===== src/rtl/ov7670_pkg.sv =====
// Shared definitions for the OV7670 capture path: geometry defaults, pixel byte
// layout and capture FSM encoding.
package ov7670_pkg;

    localparam int H_ACTIVE_DEF    = 320;
    localparam int V_ACTIVE_DEF    = 240;
    localparam int ADDR_W_DEF      = 17;
    localparam int SKIP_FRAMES_DEF = 2;

    // The camera sends the high byte of each RGB565 word first
    localparam int PIX_HI_MSB = 15;
    localparam int PIX_HI_LSB = 8;
    localparam int PIX_LO_MSB = 7;
    localparam int PIX_LO_LSB = 0;

    typedef struct packed {
        logic [4:0] red;
        logic [5:0] green;
        logic [4:0] blue;
    } rgb565_t;

    typedef enum logic [1:0] {
        WAIT_VS = 2'd0,
        ACTIVE  = 2'd1,
        END     = 2'd2
    } cap_state_e;

endpackage


===== src/rtl/ov7670_frame_capture_if.sv =====
// Camera pins in, frame-buffer write port and frame strobes out.
interface ov7670_frame_capture_if #(
    parameter int ADDR_W = 17
);
    logic              ivsync;
    logic              ihref;
    logic [7:0]        idata;
    logic [15:0]       opixel;
    logic              opixel_valid;
    logic [ADDR_W-1:0] oaddr;
    logic              oframe_done;
    logic              oframe_err;

    modport master (
        input  ivsync, ihref, idata,
        output opixel, opixel_valid, oaddr, oframe_done, oframe_err
    );

    modport slave (
        output ivsync, ihref, idata,
        input  opixel, opixel_valid, oaddr, oframe_done, oframe_err
    );
endinterface


===== src/rtl/ov7670_sync_edge.sv =====
// Registers VSYNC/HREF once and derives single-cycle rise/fall pulses against a
// second register stage.
module ov7670_sync_edge (
    input  logic iclk,
    input  logic irst_n,
    input  logic ivsync,
    input  logic ihref,
    output logic href_q,
    output logic vsync_rise,
    output logic vsync_fall,
    output logic href_rise,
    output logic href_fall
);

    logic vsync_d_r;
    logic vsync_d2_r;
    logic href_d_r;
    logic href_d2_r;

    // Two-deep sample pipeline for both sync lines
    always_ff @(posedge iclk or negedge irst_n) begin
        if (!irst_n) begin
            vsync_d_r  <= 1'b0;
            vsync_d2_r <= 1'b0;
            href_d_r   <= 1'b0;
            href_d2_r  <= 1'b0;
        end else begin
            vsync_d_r  <= ivsync;
            vsync_d2_r <= vsync_d_r;
            href_d_r   <= ihref;
            href_d2_r  <= href_d_r;
        end
    end

    assign href_q     = href_d_r;
    assign vsync_rise = vsync_d_r & ~vsync_d2_r;
    assign vsync_fall = ~vsync_d_r & vsync_d2_r;
    assign href_rise  = href_d_r & ~href_d2_r;
    assign href_fall  = ~href_d_r & href_d2_r;

endmodule


===== src/rtl/ov7670_frame_capture.sv =====
// OV7670 capture: pairs camera bytes into RGB565 pixels with frame-buffer
// addresses, drops settling frames and reports complete / short frames.
module ov7670_frame_capture
    import ov7670_pkg::*;
#(
    parameter int H_ACTIVE    = H_ACTIVE_DEF,
    parameter int V_ACTIVE    = V_ACTIVE_DEF,
    parameter int ADDR_W      = ADDR_W_DEF,
    parameter int SKIP_FRAMES = SKIP_FRAMES_DEF
) (
    input  logic                   iclk,
    input  logic                   irst_n,
    ov7670_frame_capture_if.master cam
);

    localparam int X_W = $clog2(H_ACTIVE + 1);
    localparam int Y_W = $clog2(V_ACTIVE + 1);
    localparam int S_W = $clog2(SKIP_FRAMES + 2);
    localparam logic [X_W-1:0] X_MAX = X_W'(H_ACTIVE);
    localparam logic [Y_W-1:0] Y_MAX = Y_W'(V_ACTIVE);
    localparam logic [S_W-1:0] S_MAX = S_W'(SKIP_FRAMES);

    logic              href_q_s;
    logic              vsync_rise_s;
    logic              vsync_fall_s;
    logic              href_rise_s;
    logic              href_fall_s;

    cap_state_e        state_r;
    cap_state_e        next_state_s;
    logic [7:0]        data_d_r;
    logic [X_W-1:0]    x_r;
    logic [Y_W-1:0]    y_r;
    logic [S_W-1:0]    skip_cnt_r;
    logic              skip_frame_r;
    logic              phase_r;
    logic [ADDR_W-1:0] addr_cnt_r;
    logic [15:0]       pixel_r;
    logic [ADDR_W-1:0] oaddr_r;
    logic              pixel_valid_r;
    logic              frame_done_r;
    logic              frame_err_r;

    logic              frame_start_s;
    logic              line_end_s;
    logic              capture_s;
    logic              done_s;
    logic              err_s;
    logic              skip_inc_s;
    logic              phase_eff_s;
    logic              emit_s;

    ov7670_sync_edge u_sync_edge (
        .iclk       (iclk),
        .irst_n     (irst_n),
        .ivsync     (cam.ivsync),
        .ihref      (cam.ihref),
        .href_q     (href_q_s),
        .vsync_rise (vsync_rise_s),
        .vsync_fall (vsync_fall_s),
        .href_rise  (href_rise_s),
        .href_fall  (href_fall_s)
    );

    // Capture FSM state register
    always_ff @(posedge iclk or negedge irst_n) begin
        if (!irst_n) begin
            state_r <= WAIT_VS;
        end else begin
            state_r <= next_state_s;
        end
    end

    // Next state and per-cycle control strobes; a vsync rise also closes an open line
    always_comb begin
        next_state_s  = state_r;
        frame_start_s = 1'b0;
        line_end_s    = 1'b0;
        capture_s     = 1'b0;
        done_s        = 1'b0;
        err_s         = 1'b0;
        skip_inc_s    = 1'b0;
        case (state_r)
            WAIT_VS: begin
                if (vsync_fall_s) begin
                    next_state_s  = ACTIVE;
                    frame_start_s = 1'b1;
                end else begin
                    next_state_s = WAIT_VS;
                end
            end
            ACTIVE: begin
                if (vsync_rise_s) begin
                    next_state_s = END;
                    line_end_s   = 1'b1;
                end else begin
                    capture_s  = href_q_s;
                    line_end_s = href_fall_s;
                end
            end
            END: begin
                next_state_s = WAIT_VS;
                if (skip_frame_r) begin
                    skip_inc_s = (skip_cnt_r < S_MAX);
                end else if (y_r == Y_MAX) begin
                    done_s = 1'b1;
                end else begin
                    err_s = 1'b1;
                end
            end
            default: begin
                next_state_s = WAIT_VS;
            end
        endcase
    end

    // The first byte after an href rise is always a high byte, whatever phase was left over
    assign phase_eff_s = href_rise_s ? 1'b0 : phase_r;
    assign emit_s      = capture_s & phase_eff_s & (x_r < X_MAX) & (y_r < Y_MAX) & ~skip_frame_r;

    // Byte pairing, position counters, addresses and registered outputs
    always_ff @(posedge iclk or negedge irst_n) begin
        if (!irst_n) begin
            data_d_r      <= 8'd0;
            x_r           <= '0;
            y_r           <= '0;
            skip_cnt_r    <= '0;
            skip_frame_r  <= 1'b0;
            phase_r       <= 1'b0;
            addr_cnt_r    <= '0;
            pixel_r       <= 16'd0;
            oaddr_r       <= '0;
            pixel_valid_r <= 1'b0;
            frame_done_r  <= 1'b1;
            frame_err_r   <= 1'b0;
        end else begin
            data_d_r      <= cam.idata;
            pixel_valid_r <= emit_s;
            frame_done_r  <= ~done_s;
            frame_err_r   <= err_s;
            if (skip_inc_s) begin
                skip_cnt_r <= skip_cnt_r + S_W'(1);
            end
            if (frame_start_s) begin
                x_r          <= '0;
                y_r          <= '0;
                phase_r      <= 1'b0;
                addr_cnt_r   <= '0;
                oaddr_r      <= '0;
                skip_frame_r <= (skip_cnt_r < S_MAX);
            end else if (line_end_s) begin
                phase_r <= 1'b0;
                if (x_r != '0) begin
                    x_r <= '0;
                    if (y_r < Y_MAX) begin
                        y_r <= y_r + Y_W'(1);
                    end
                end
            end else if (capture_s) begin
                if (!phase_eff_s) begin
                    pixel_r[PIX_HI_MSB:PIX_HI_LSB] <= data_d_r;
                    phase_r                        <= 1'b1;
                end else begin
                    pixel_r[PIX_LO_MSB:PIX_LO_LSB] <= data_d_r;
                    phase_r                        <= 1'b0;
                    if (x_r < X_MAX) begin
                        x_r <= x_r + X_W'(1);
                    end
                end
                if (emit_s) begin
                    oaddr_r    <= addr_cnt_r;
                    addr_cnt_r <= addr_cnt_r + ADDR_W'(1);
                end
            end
        end
    end

    assign cam.opixel       = pixel_r;
    assign cam.opixel_valid = pixel_valid_r;
    assign cam.oaddr        = oaddr_r;
    assign cam.oframe_done  = frame_done_r;
    assign cam.oframe_err   = frame_err_r;

endmodule


===== src/flat_wrapper.sv =====
// flat-port wrapper written by rule: the top's interface ports become plain ports
module ov7670_frame_capture_flat import ov7670_pkg::*;
#(
    parameter int H_ACTIVE    = H_ACTIVE_DEF,
    parameter int V_ACTIVE    = V_ACTIVE_DEF,
    parameter int ADDR_W      = ADDR_W_DEF,
    parameter int SKIP_FRAMES = SKIP_FRAMES_DEF
)
  (iclk, irst_n, cam_ivsync, cam_ihref, cam_idata, cam_opixel, cam_opixel_valid, cam_oaddr, cam_oframe_done, cam_oframe_err);
  ov7670_frame_capture_if #(.ADDR_W(ADDR_W)) cam_i ();
  input  logic iclk;
  input  logic irst_n;
  input wire logic [$bits(cam_i.ivsync)-1:0] cam_ivsync;
  input wire logic [$bits(cam_i.ihref)-1:0] cam_ihref;
  input wire logic [$bits(cam_i.idata)-1:0] cam_idata;
  output wire logic [$bits(cam_i.opixel)-1:0] cam_opixel;
  output wire logic [$bits(cam_i.opixel_valid)-1:0] cam_opixel_valid;
  output wire logic [$bits(cam_i.oaddr)-1:0] cam_oaddr;
  output wire logic [$bits(cam_i.oframe_done)-1:0] cam_oframe_done;
  output wire logic [$bits(cam_i.oframe_err)-1:0] cam_oframe_err;
  assign cam_i.ivsync = cam_ivsync;
  assign cam_i.ihref = cam_ihref;
  assign cam_i.idata = cam_idata;
  assign cam_opixel = cam_i.opixel;
  assign cam_opixel_valid = cam_i.opixel_valid;
  assign cam_oaddr = cam_i.oaddr;
  assign cam_oframe_done = cam_i.oframe_done;
  assign cam_oframe_err = cam_i.oframe_err;
  ov7670_frame_capture #(.H_ACTIVE(H_ACTIVE), .V_ACTIVE(V_ACTIVE), .ADDR_W(ADDR_W), .SKIP_FRAMES(SKIP_FRAMES)) u_core (.iclk(iclk), .irst_n(irst_n), .cam(cam_i));
endmodule

===== config.mk =====
export PLATFORM = sky130hd
export DESIGN_NAME = ov7670_frame_capture_flat
export DESIGN_NICKNAME = d
export VERILOG_FILES = /design/src/rtl/ov7670_pkg.sv /design/src/rtl/ov7670_frame_capture_if.sv /design/src/rtl/ov7670_sync_edge.sv /design/src/rtl/ov7670_frame_capture.sv /design/src/flat_wrapper.sv
export SDC_FILE = /design/constraint.sdc
export NUM_CORES = 1
export LEC_CHECK = 0
export BUFFER_PORTS_ARGS = -buffer_cell sky130_fd_sc_hd__clkbuf_2
export CAP_MARGIN = 5
export CORE_ASPECT_RATIO = 1.5
export CORE_MARGIN = 1.5
export CORE_UTILIZATION = 40
export CTS_CLUSTER_SIZE = 8
export DETAILED_ROUTE_END_ITERATION = 10
export GPL_ROUTABILITY_DRIVEN = 0
export PLACE_DENSITY = 0.63
export RECOVER_POWER = 100
export SYNTH_ARGS = -nofsm -noshare
export SYNTH_HDL_FRONTEND = slang
export SYNTH_SLANG_ARGS = --single-unit

===== constraint.sdc =====
create_clock -name iclk -period 3.2 [get_ports iclk]
set_clock_uncertainty 0.2 [all_clocks]
set_input_delay 0.48 -clock iclk [delete_from_list [all_inputs] [get_ports iclk]]
set_output_delay 0.48 -clock iclk [all_outputs]
set_load 0.05 [all_outputs]

==> impl_metrics.tcl <==
set metrics [dict create \
    status "finished, final reports clean" \
    synth.yosys.seq_area_share_pct 58.5 \
    drt-initial-drc-count 175 \
    startpoint "u_core.state_r[0]" \
    met3_usage_pct 4.87 \
    use_met1_pct 20.1 \
    power.internal_w 0.00213 \
    timing.slew.headroom_pct 14.9 \
    drive_above_1_share_pct 12.2 \
    top_usage_layer "met2" \
    yosys.area.top_type_share_pct 57.8 \
    drc 0 \
    post_cts_resized 0 \
    worstRegToRegCells 6 \
    critPathRequiredTime_ns 3.25 \
    diodes 0 \
    grt_start_max_net_pins 53 \
    synthArstFlopShare_pct 100 \
    htreeDepth 3 \
    die-area_sq_um 10000 \
    leakage_nw 1.92 \
    critPathLaunchType "register" \
    cts_sinks 88 \
    hold_viol 0 \
    avgViaCountPerCell 5.32 \
    syn_area_per_cell_sq_um 10.6 \
    synth_edf_count 0 \
    critPathKind "reg2reg" \
    total_power_w 0.00316 \
    yosys.area.top_type "dfrtp_1" \
    drv_cap 0 \
    die_x_um 82.3 \
    use_met2_pct 28.2 \
    switching_share_pct 32.6 \
    pwr-share-clk_pct 35.7 \
    area_growth_pct 16.3 \
    rsz0062_at_grt "no" \
    pwr-share-comb_pct 21.6 \
    grt_pass1_vias 2779 \
    fin_util_pct 47.7 \
    fmax_mhz 383 \
    hp-class "in2reg" \
    firstDrtPassIters 4 \
    initial_core_util_pct 41.0 \
    portBuffers 47 \
    fin_nets 421 \
    critPathArrivalTime_ns 2.66 \
    syn_nets 372 \
    rows 43 \
    syn_inst 355 \
    antenna_found_initial 0 \
    synth.area.top_cells "dfrtp_1 (58%), nand2_1 (5.8%), mux2_2 (5.1%), a21oi_1 (3.9%), nand3_1 (2.8%)" \
    netSwitchingPower_w 0.00103 \
    end_kind "register" \
    routed_wl_um 7700 \
    synth_top_family_by_area "simple AND/OR/NAND/NOR gates" \
    final.min_clock_period_ns 2.61 \
    die_h_um 122 \
    vias 2773 \
    synth_mux_area_share_pct 6.14 \
    num_io_pins 48 \
    critPathMaxFanout 28 \
    ys.flop_type "dfrtp_1" \
    ys_warn_count 0 \
    cts_tree "built" \
    cts_buffers 9 \
    worst_pin_slew_ns 1.28 \
    dpl.hpwl_um 5330 \
    ys_ff_latch 88 \
    detail-route-antenna-nets 0 \
    finalSetupViolCount 0 \
    placed_cell_area_sq_um 4120 \
    synth_compound_area_share_pct 9.89 \
    r2r_start "u_core.state_r[0]" \
    synth_xor_area_share_pct 2.56 \
    wl_per_cell_um 14.8 \
    peakVddDrop_mv 0.620 \
    synth.cell_area_sq_um 3770 \
    finalInstanceArea_sq_um 4380 \
    globalRouteOverflowTotal 0 \
    finalSetupTns_ns 0 \
    yosys.area_share.simple_pct 18.5 \
    cts-root-buf "clkbuf_16" \
    clk_pin_slew_ns 0.06 \
    synthAdderAreaFrac_pct 1.66 \
    ys_types 43 \
    pwr-share-seq_pct 42.7 \
    fillers 880 \
    min_path_cells 1 \
    min_from "cam_idata[6]" \
    clock_latency_ns 0.34 \
    cts_buffer_depth 2 \
    report.final.slew_viol_count 0 \
    grt_pass1_wl_um 12900 \
    core_sq_um 9200 \
    power_density_nw_per_um2 720 \
    finalCritPeriodShare_pct 81.6 \
    grt_usage_pct 17.0 \
]
-- cells in the final DEF, fill, tap and decap left out, types with 4 or more instances in the layout --
cell type,netlist,routed
and3_1,7,7
inv_1,11,11
xor2_1,5,5
nor2_1,15,15
nand4_1,8,8
clkbuf_2,0,13
o21ai_0,16,16
nand2_1,58,58
clkbuf_1,10,38
nand3_1,21,21
dfrtp_1,87,87
mux2i_1,4,4
nand2b_1,4,4
or3_1,6,6
nor3_1,9,8
a21oi_1,29,30
xnor2_1,6,6
clkbuf_16,0,9
mux2_2,17,17
ha_1,5,5
-- path summary, 6_finish.rpt --
path | endpoint | slack [ns]
worst min-delay path | u_core.data_d_r[6] | 0.04
worst max-delay path | u_core.addr_cnt_r[14] | 0.59
worst min register to register | u_core.u_sync_edge.vsync_d2_r | 0.21
min in group asynchronous | u_core.cam.oframe_err | 0.74
max in group asynchronous | u_core.skip_cnt_r[1] | 0.93
worst max register to register | u_core.addr_cnt_r[14] | 0.59
-- state kept, by name, summed over array words and instances, names as in the netlist --
signal,cells
u_core.y_r,8
u_core.skip_cnt_r,2
u_core.data_d_r,8
u_core.addr_cnt_r,17
u_core.skip_frame_r,1
u_core.u_sync_edge.href_d2_r,1
u_core.cam.oaddr,17
u_core.cam.oframe_err,1
u_core.cam.oframe_done,1
u_core.u_sync_edge.href_q,1
u_core.phase_r,1
u_core.x_r,9
u_core.u_sync_edge.vsync_d2_r,1
u_core.cam.opixel,16
u_core.cam.opixel_valid,1
u_core.u_sync_edge.vsync_d_r,1
u_core.state_r,2
-- per-stage QoR --
step / hold WS [ns] / std cells / setup slack (ns)
after floorplan: -0.0156 / 355 / 1.21
after global placement: 0.182 / 504 / 0.855
after detailed placement: 0.190 / 504 / 0.779
after CTS: 0.0307 / 521 / 0.764
after global routing: 0.0314 / 521 / 0.335
final: 0.0409 / 521 / 0.589
-- synthesized netlist by cell type, drive strengths merged (4+ instances only) --
cell type / instances
mux2: 17
xnor2: 6
a21oi: 30
ha: 5
nor3: 9
and3: 7
xor2: 5
mux2i: 4
o21ai: 16
inv: 12
nor2: 15
or3: 6
nand3: 21
clkbuf: 10
nand2b: 4
dfrtp: 87
nand4: 8
nand2: 59
-- per-layer routing --
layer | up-vias | part of all wire [%]
met2 | 59 | 51
met4 | 0 | 2.2
met1 | 1353 | 43
met3 | 14 | 3.9
met5 | - | 0
li1 | 1347 | -
-- power groups by stage --
stage               clock network, W  logic [W]  registers (W)
floorplan                          0   0.000213        0.00168
global route                 0.00119   0.000727        0.00137
CTS                          0.00115   0.000720        0.00135
finish                       0.00113   0.000682        0.00135
global placement                   0   0.000705        0.00136
detailed placement                 0   0.000716        0.00137
-- final cells by class --
class                   instances  area, sq um  share of cell area, %
inverters                      12         45.0                   1.03
repair buffers                 51          218                   4.97
flip-flops and latches         88         2200                   50.3
clock inverters                 4         76.3                   1.74
multi-input cells             242         1460                   33.2
well taps                     112          140                   3.20
clock buffers                  12          246                   5.62
-- repair_timing --
item / 4_1_cts / 5_1_grt
hold endpoints to repair: 1 / 0
buffers inserted: 0 / 0
hold buffers: 1 / 0
-- critical path, stage by stage (launching register included) --
cell and delay, ns:
dfrtp_1 0.45, nor2b_1 0.36, and4_1 0.50, nand2_4 0.26
inv_2 0.43, a21oi_1 0.11, o21ai_0 0.19
-- cell families after synthesis --
logic type / count (synthesis)
compound gates: 63
mux: 21
buf+inv: 25
flops: 88
xor+xnor: 11
simple gates: 142
fa+ha+maj: 5
Power figures use the tool's default switching activity.
